`config.mk`:
```
export PLATFORM = sky130hd
export DESIGN_NAME = par8_rx_fifo
export DESIGN_NICKNAME = d
export VERILOG_FILES = /design/src/rtl/par8_rx_fifo.sv
export SDC_FILE = /design/constraint.sdc
export NUM_CORES = 1
export LEC_CHECK = 0
export BUFFER_PORTS_ARGS = -buffer_cell sky130_fd_sc_hd__buf_2
export CAP_MARGIN = 5
export CORE_MARGIN = 2
export CORE_UTILIZATION = 50
export DETAILED_ROUTE_END_ITERATION = 12
export PLACE_DENSITY_LB_ADDON = 0.15
export RECOVER_POWER = 25
export SLEW_MARGIN = 40
export SYNTH_ARGS = -nofsm -noshare
export SYNTH_HDL_FRONTEND = slang
export SYNTH_SLANG_ARGS = --single-unit
export TNS_END_PERCENT = 20
```
`constraint.sdc`:
```
create_clock -name clk -period 2.6 [get_ports clk]
set_clock_uncertainty 0.05 [all_clocks]
set_input_delay 0.52 -clock clk [delete_from_list [all_inputs] [get_ports clk]]
set_output_delay 0.52 -clock clk [all_outputs]
set_load 0.02 [all_outputs]
```
`src/rtl/par8_rx_fifo.sv`:
```
`default_nettype none
// ============================================================================
// Module      : par8_rx_fifo
// Description : First-word-fall-through byte FIFO between the parallel-bus
//               receiver and the command parser. It provides an almost-full
//               flow-control flag, a sticky overflow flag and an optional
//               accepted-byte counter.
// Options     : PAR8_RX_FIFO_STATS_EN - when defined, rx_count counts accepted
//               bytes. When undefined, rx_count is tied to zero.
// Revision    : 1.0 - initial release
// ============================================================================
module par8_rx_fifo #(
    parameter int DEPTH       = 16,
    parameter int ALMOST_FULL = 12
) (
    input  logic                   clk,
    input  logic                   reset,
    input  logic [7:0]             rxd_data,
    input  logic                   rxd_data_ready,
    input  logic                   flush,
    output logic [7:0]             out_data,
    output logic                   out_valid,
    input  logic                   out_ready,
    output logic [$clog2(DEPTH):0] level,
    output logic                   bus_busy,
    output logic                   overflow,
    output logic [15:0]            rx_count
);

    localparam int c_AW = $clog2(DEPTH);
    localparam int c_LW = c_AW + 1;
    localparam logic [c_LW-1:0] c_FULL_LVL = c_LW'(DEPTH);
    localparam logic [c_LW-1:0] c_AF_LVL   = c_LW'(ALMOST_FULL);
    localparam logic [c_AW-1:0] c_PTR_ONE  = c_AW'(1);
    localparam logic [c_LW-1:0] c_LVL_ONE  = c_LW'(1);

    logic [7:0]      r_mem [DEPTH];
    logic [c_AW-1:0] r_wr_ptr;
    logic [c_AW-1:0] r_rd_ptr;
    logic [c_LW-1:0] r_level;
    logic            r_overflow;

    logic w_empty;
    logic w_full;
    logic w_rd;
    logic w_wr;
    logic w_drop;

    // Full and empty come from the occupancy count alone, so the pointers
    // can wrap freely without an extra wrap bit.
    assign w_empty = (r_level == '0);
    assign w_full  = (r_level == c_FULL_LVL);
    assign w_rd    = !w_empty && out_ready && !flush;
    // A full FIFO still accepts a byte when the head leaves on the same edge.
    assign w_wr    = rxd_data_ready && (!w_full || (!w_empty && out_ready)) && !flush;
    assign w_drop  = rxd_data_ready && w_full && !out_ready && !flush;

    // Byte storage. It needs no reset because the read side masks it to zero
    // while the FIFO is empty.
    always_ff @(posedge clk) begin
        if (w_wr) begin
            r_mem[r_wr_ptr] <= rxd_data;
        end
    end

    // Pointers, occupancy and sticky overflow. Flush outranks any traffic.
    always_ff @(posedge clk or negedge reset) begin
        if (!reset) begin
            r_wr_ptr   <= '0;
            r_rd_ptr   <= '0;
            r_level    <= '0;
            r_overflow <= 1'b0;
        end else if (flush) begin
            r_wr_ptr   <= '0;
            r_rd_ptr   <= '0;
            r_level    <= '0;
            r_overflow <= 1'b0;
        end else begin
            if (w_wr) begin
                r_wr_ptr <= r_wr_ptr + c_PTR_ONE;
            end
            if (w_rd) begin
                r_rd_ptr <= r_rd_ptr + c_PTR_ONE;
            end
            if (w_wr && !w_rd) begin
                r_level <= r_level + c_LVL_ONE;
            end else if (w_rd && !w_wr) begin
                r_level <= r_level - c_LVL_ONE;
            end
            if (w_drop) begin
                r_overflow <= 1'b1;
            end
        end
    end

    // The head byte falls through from storage. There is no path from
    // rxd_data, so a new byte appears one edge after it is written.
    assign out_valid = !w_empty;
    assign out_data  = w_empty ? 8'h00 : r_mem[r_rd_ptr];
    assign level     = r_level;
    assign bus_busy  = (r_level >= c_AF_LVL);
    assign overflow  = r_overflow;

`ifdef PAR8_RX_FIFO_STATS_EN
    logic [15:0] r_rx_count;

    // Count of accepted bytes. Flush does not clear it, and it wraps
    // naturally at 16 bits.
    always_ff @(posedge clk or negedge reset) begin
        if (!reset) begin
            r_rx_count <= 16'h0000;
        end else if (w_wr) begin
            r_rx_count <= r_rx_count + 16'd1;
        end
    end

    assign rx_count = r_rx_count;
`else
    assign rx_count = 16'h0000;
`endif

endmodule
`default_nettype wire

```
* Word level (Yosys, flattened, before mapping)
Memory sizes are Yosys's and may differ from the RTL's.
Cells that the tools add are included.
** Operators by class
- Reductions and logical operators :: 21
- Add/sub/neg operators :: 4
- Equality and inequality tests :: 1
- Mux-type cells :: 12
- $lt $le $gt $ge :: 1
** Operator list (number)
- 4-bit 2-to-1 mux :: 4
- 5-bit 2-to-1 mux :: 3
- 1-bit logical AND :: 9
- 4-bit by 1-bit adder with 4-bit output, second input constant :: 2
- 8-bit 2-to-1 mux :: 1
- 1-bit logical NOT :: 6
- 2-bit nonzero test :: 3
- 5-bit by 1-bit adder with 5-bit output, second input constant :: 1
- 5-bit equality test, second input constant :: 1
- 5-bit by 4-bit >= comparator with 1-bit output, second input constant :: 1
- 5-bit logical NOT :: 1
- 5-bit by 1-bit subtractor with 5-bit output, second input constant :: 1
- 1-bit 2-to-1 mux :: 4
- 3-bit nonzero test :: 1
- 1-bit logical OR :: 1
** Storage, ports and cells
- Logic and storage cells :: 44
- Input bits :: 13
- Register bits after elaboration :: 14
- Memory bits (writable) :: 128
- Memories :: 1
- Output and inout port bits :: 32
** Memories
- r_mem :: depth 16, width 8, rd ports 1, clocked after Yosys merged registers in 0, wr ports 1, line 37 : logic [7:0] r_mem [DEPTH];

* Longest topological paths before layout
- Depth after elaboration :: 11
- Mapped depth :: 9
- Gate-level depth less buffers :: 8

* Least setup slack after synthesis
OpenSTA, ideal clock, no wires.
- Kind :: reg-to-reg
- Start :: reg r_level[1], in the netlist level[1]
- End :: reg r_level[4], in the netlist level[4]
- Data required time :: 2413 ps
- Path slack :: -279 ps
- Data arrival time :: 2692 ps
- Stages on the path, launching flop included :: 10
- Buffers on the path :: 1
- Setup time :: 137 ps
- Clock period less this slack :: 2879 ps
- Path through :: dfrtp_1 > or4_1 > buf_2 > o21ai_2 > nand3b_1 > fa_1 > a211o_1 > o21a_1 > o211ai_1 > a31oi_1
** Between the ends
- Word-level cells in the longest chain between the ends :: 9
- Elaborated cells between the ends (all ways) :: 19
- Those cells by class :: add/sub: 2; eq/ne: 1; mux: 3; reduce/logical: 13
** RTL lines
- start, declared :: line 40 : logic [c_LW-1:0] r_level;
- start signal, assigned :: line 86 : r_level <= r_level + c_LVL_ONE;
- start signal, assigned :: line 88 : r_level <= r_level - c_LVL_ONE;
- parallel branches: the longest is 9 deep, another holds 5-bit by 1-bit subtractor with 5-bit output
Parallel ways; which one is timed is not known. The select of a mux whose other input is x is not followed.
A chain may end at the register's enable or synchronous reset.

* Final worst setup path
- Start :: reg r_rd_ptr[1]
- End :: out out_data[3]
** Between the ends
- Word-level cells in the longest chain between the ends :: 2
** RTL lines
- start, declared :: line 39 : logic [c_AW-1:0] r_rd_ptr;
- start signal, assigned :: line 83 : r_rd_ptr <= r_rd_ptr + c_PTR_ONE;
- memory 16 x 8 bit
- 8-bit 2-to-1 mux :: line 99 : assign out_data = w_empty ? 8'h00 : r_mem[r_rd_ptr];
- end, declared :: line 21 : output logic [7:0] out_data,
Every way passes these cells.

==> impl_results.md <==
* Outcome: complete, but fails checks
* Failing checks: setup timing
* Drt total wl at 11900 um
* Fin. Hold Viols at 0
* First-pass GRT wire length at 18500 um
* Area growth from synthesis to layout at 21.7%
* Crit-path max FO at 6
* Hold path startpoint: flush
* Slack of the worst reg-to-reg path at 0.06 ns
* Crit share post-route at 1.04
* GRT overflow at 0
* CP endpoint kind: output port
* Ys flop type: edfxtp_1
* Pleak at 0.00253 uW
* Drt wl/cell at 20.9 um
* Unique masters post-synth at 44
* Fin worst setup slack at -0.0962 ns
* Worst-path clk slew at 0.06 ns
* Hold/Removal Path Class: primary input to flop
* R2R cell count at 8
* Starting density of the core at 0.510
* Endpoints failing setup at 8
* Synth area leader: edfxtp_1
* Post-Synthesis Cell Area at 6070 um2
* Relative slew slack at 0.537
* Fin util at 0.621
* R2R Path End: level[4]
* Top-count cell post-synth: edfxtp_1
* Yosys top cell area share at 0.633
* Total Routing Usage GR at 0.200
* Ant diodes at 0
* Clock root cell: clkbuf_16
* Detailed Route Iter0 Violations at 221
* Num Clock Sinks at 142
* Nets at 432
* Initial antenna violation count at 0
* Critical Path Start: r_rd_ptr[1]
* Reg2reg start: level[0]
* CP most frequent cell: a211oi_2
* Worst Setup Start Kind: flop
* Commonest cells in the netlist: edfxtp_1 (128), mux4_2 (32), nor2_1 (29)
* Fin crit period at 2.70 ns
* FF+latch count, synth at 142
* Die span in y at 114 um
* Dpl hpwl at 7600 um
* Number of synthesized flops with an enable pin at 128
* Main area contributors after synthesis: edfxtp_1 (63%), mux4_2 (12%), dfrtp_1 (5.8%)
* Die width at 114 um
* Unrepaired setup endpoints after global routing: true
* Crit-path max cell delay at 0.48 ns
* Worst Path Arrival at 2.13 ns
* Syn Inst Count at 342
* Crit path capture: out_data[3]
* Fraction of registers with async set/reset at 0.0986
* Vias per cell at 5.58
* Max-slew violation count at 0
* Max-Cap Viols at 0
* Data required time of the worst path at 2.03 ns
* CTS buffer count at 17
* IO Count at 45
* Power per cell area at 966 nW/um2
* Synthesized area per cell at 17.8 um2
* Max rail drop VDD at 609 uV
* Final setup TNS at -0.542 ns
* Fmax at 371 MHz
* CTS tree: done
* Area after DPL at 6560 um2
* Slowest cell on crit path: mux4_2
* Finished Cell Area at 7390 um2
* Slew at the pin with the worst max-slew slack at 0.695 ns
* Detail Route Antenna Nets at 0
* Longest Clk Path Bufs at 2
* Core Box Area at 11900 um2
* Num rows at 40
* WS Path Type: flop to output port
* Die area at 13000 um2
* Largest net degree at the start of global routing at 26
* Placer Congestion at 0.774
* Crit-path cells: buf_12, mux4_2, nor2b_1, a211oi_2, a211oi_2, buf_4
* Via count at 3177
* Port Buffers at 28
* Syn. warnings at 0
* DRC errors left at 0
* Drt first pass iters at 4
* Layout cells sized above 1 at 0.372
* H-tree levels at 4
* Seq/Total Area, Yosys at 0.690
* Number of global-route vias before repair at 3285
* Clk_lat worst skew at 0.41 ns
==> flip-flops by register name (all words and copies together) (netlist names) <==
| signal | flops |
|---|---|
| level | 5 |
| r_rd_ptr | 4 |
| overflow | 1 |
| r_wr_ptr | 4 |
| r_mem | 128 |
==> per-stage QoR <==
step                      std cells  setup slack, ns  total power (uW)  hold slack (ns)
final                           569          -0.0962              7150            0.363
after detailed placement        528           0.0120              4440            0.397
after floorplan                 357           -0.180              3870            0.174
after CTS                       566           -0.160              7110            0.349
after global routing            569           -0.179              7440            0.380
after global placement          528           0.0466              4410            0.394
==> per-layer routing <==
layer | up-vias | global-route usage | part of all wire
met3 | 6 | 0.0498 | 0.038
li1 | 1450 | - | -
met1 | 1650 | 0.256 | 0.43
met4 | 0 | 0.0854 | 0.0089
met5 | - | 0 | 0
met2 | 71 | 0.330 | 0.52
==> report_power, final <==
part | internal, uW | total [uW] | switching, uW
logic | 984 | 2000 | 1020
clock network | 1610 | 2530 | 920
registers | 2570 | 2620 | 50.4
total | 5160 | 7150 | 1990
==> kinds of logic after synthesis <==
kind of cell / count (synthesis) / share of synthesized area
buffers and inverters: 38 / 0.0373
and+or+nand+nor: 62 / 0.0513
DFF: 142 / 0.690
adders and majority gates: 10 / 0.0218
muxes: 45 / 0.142
other: 1 / 0.000617
AOI/OAI and AO/OA: 36 / 0.0453
xor gates and xnor gates: 8 / 0.0115
==> how the worst min path moves through the flow <==
stage,endpoint,slack (ns),depth (start not counted)
2_1_floorplan,level[0],0.17,0
4_1_cts,r_wr_ptr[3],0.35,2
6_report,r_wr_ptr[3],0.36,2
3_5_place_dp,r_wr_ptr[0],0.40,1
3_3_place_gp,r_wr_ptr[1],0.39,1
5_1_grt,r_wr_ptr[1],0.38,2
==> final cells by class <==
type,instances,area (um2)
flip-flops and latches,142,4200
clock buffers,19,433
fillers,862,4520
inverters,4,15.0
repair buffers,67,563
multi-input cells,177,1810
clock inverters,13,190
well taps,147,184
==> cell usage in the layout, fill, tap and decap left out, types with 2 or more instances in the layout <==
| cell | instances |
|---|---|
| inv_1 | 4 |
| and3_1 | 2 |
| mux2_4 | 2 |
| buf_2 | 21 |
| buf_12 | 8 |
| nor2_1 | 21 |
| xnor2_1 | 4 |
| or3_1 | 2 |
| mux4_2 | 32 |
| a211oi_2 | 10 |
| dfrtp_1 | 10 |
| buf_4 | 28 |
| clkbuf_1 | 8 |
| xor2_1 | 4 |
| mux2i_1 | 10 |
| conb_1 | 16 |
| nor2b_1 | 11 |
| o211ai_1 | 4 |
| nand3_1 | 2 |
| edfxtp_1 | 128 |
| clkinvlp_4 | 4 |
| nand3b_1 | 2 |
| clkinv_4 | 3 |
| dfrtp_2 | 4 |
| a21oi_1 | 3 |
| clkbuf_16 | 17 |
| a31oi_1 | 2 |
| a21o_1 | 2 |
| nand2_1 | 6 |
| ha_1 | 8 |
| a211oi_1 | 6 |
| bufinv_16 | 4 |
| buf_6 | 2 |
| nor2_2 | 9 |
==> critical path, delay by kind of cell (launching register included) <==
family | cells | cell delay, ns
DFF | 1 | 0.43
AOI/OAI and AO/OA | 2 | 0.29
muxes | 1 | 0.48
buffers and inverters | 2 | 0.35
and+or+nand+nor | 1 | 0.15
==> timing repair <==
item / CTS / global route
hold endpoints to repair: 14 / 0
endpoints found under the setup margin: 10 / 11
pin swaps: 3 / 7
setup buffers: 4 / 3
resized for setup: 13 / 4
gates cloned: 1 / 0
hold buffers: 1 / 0
(Power assumes the default switching activity.)
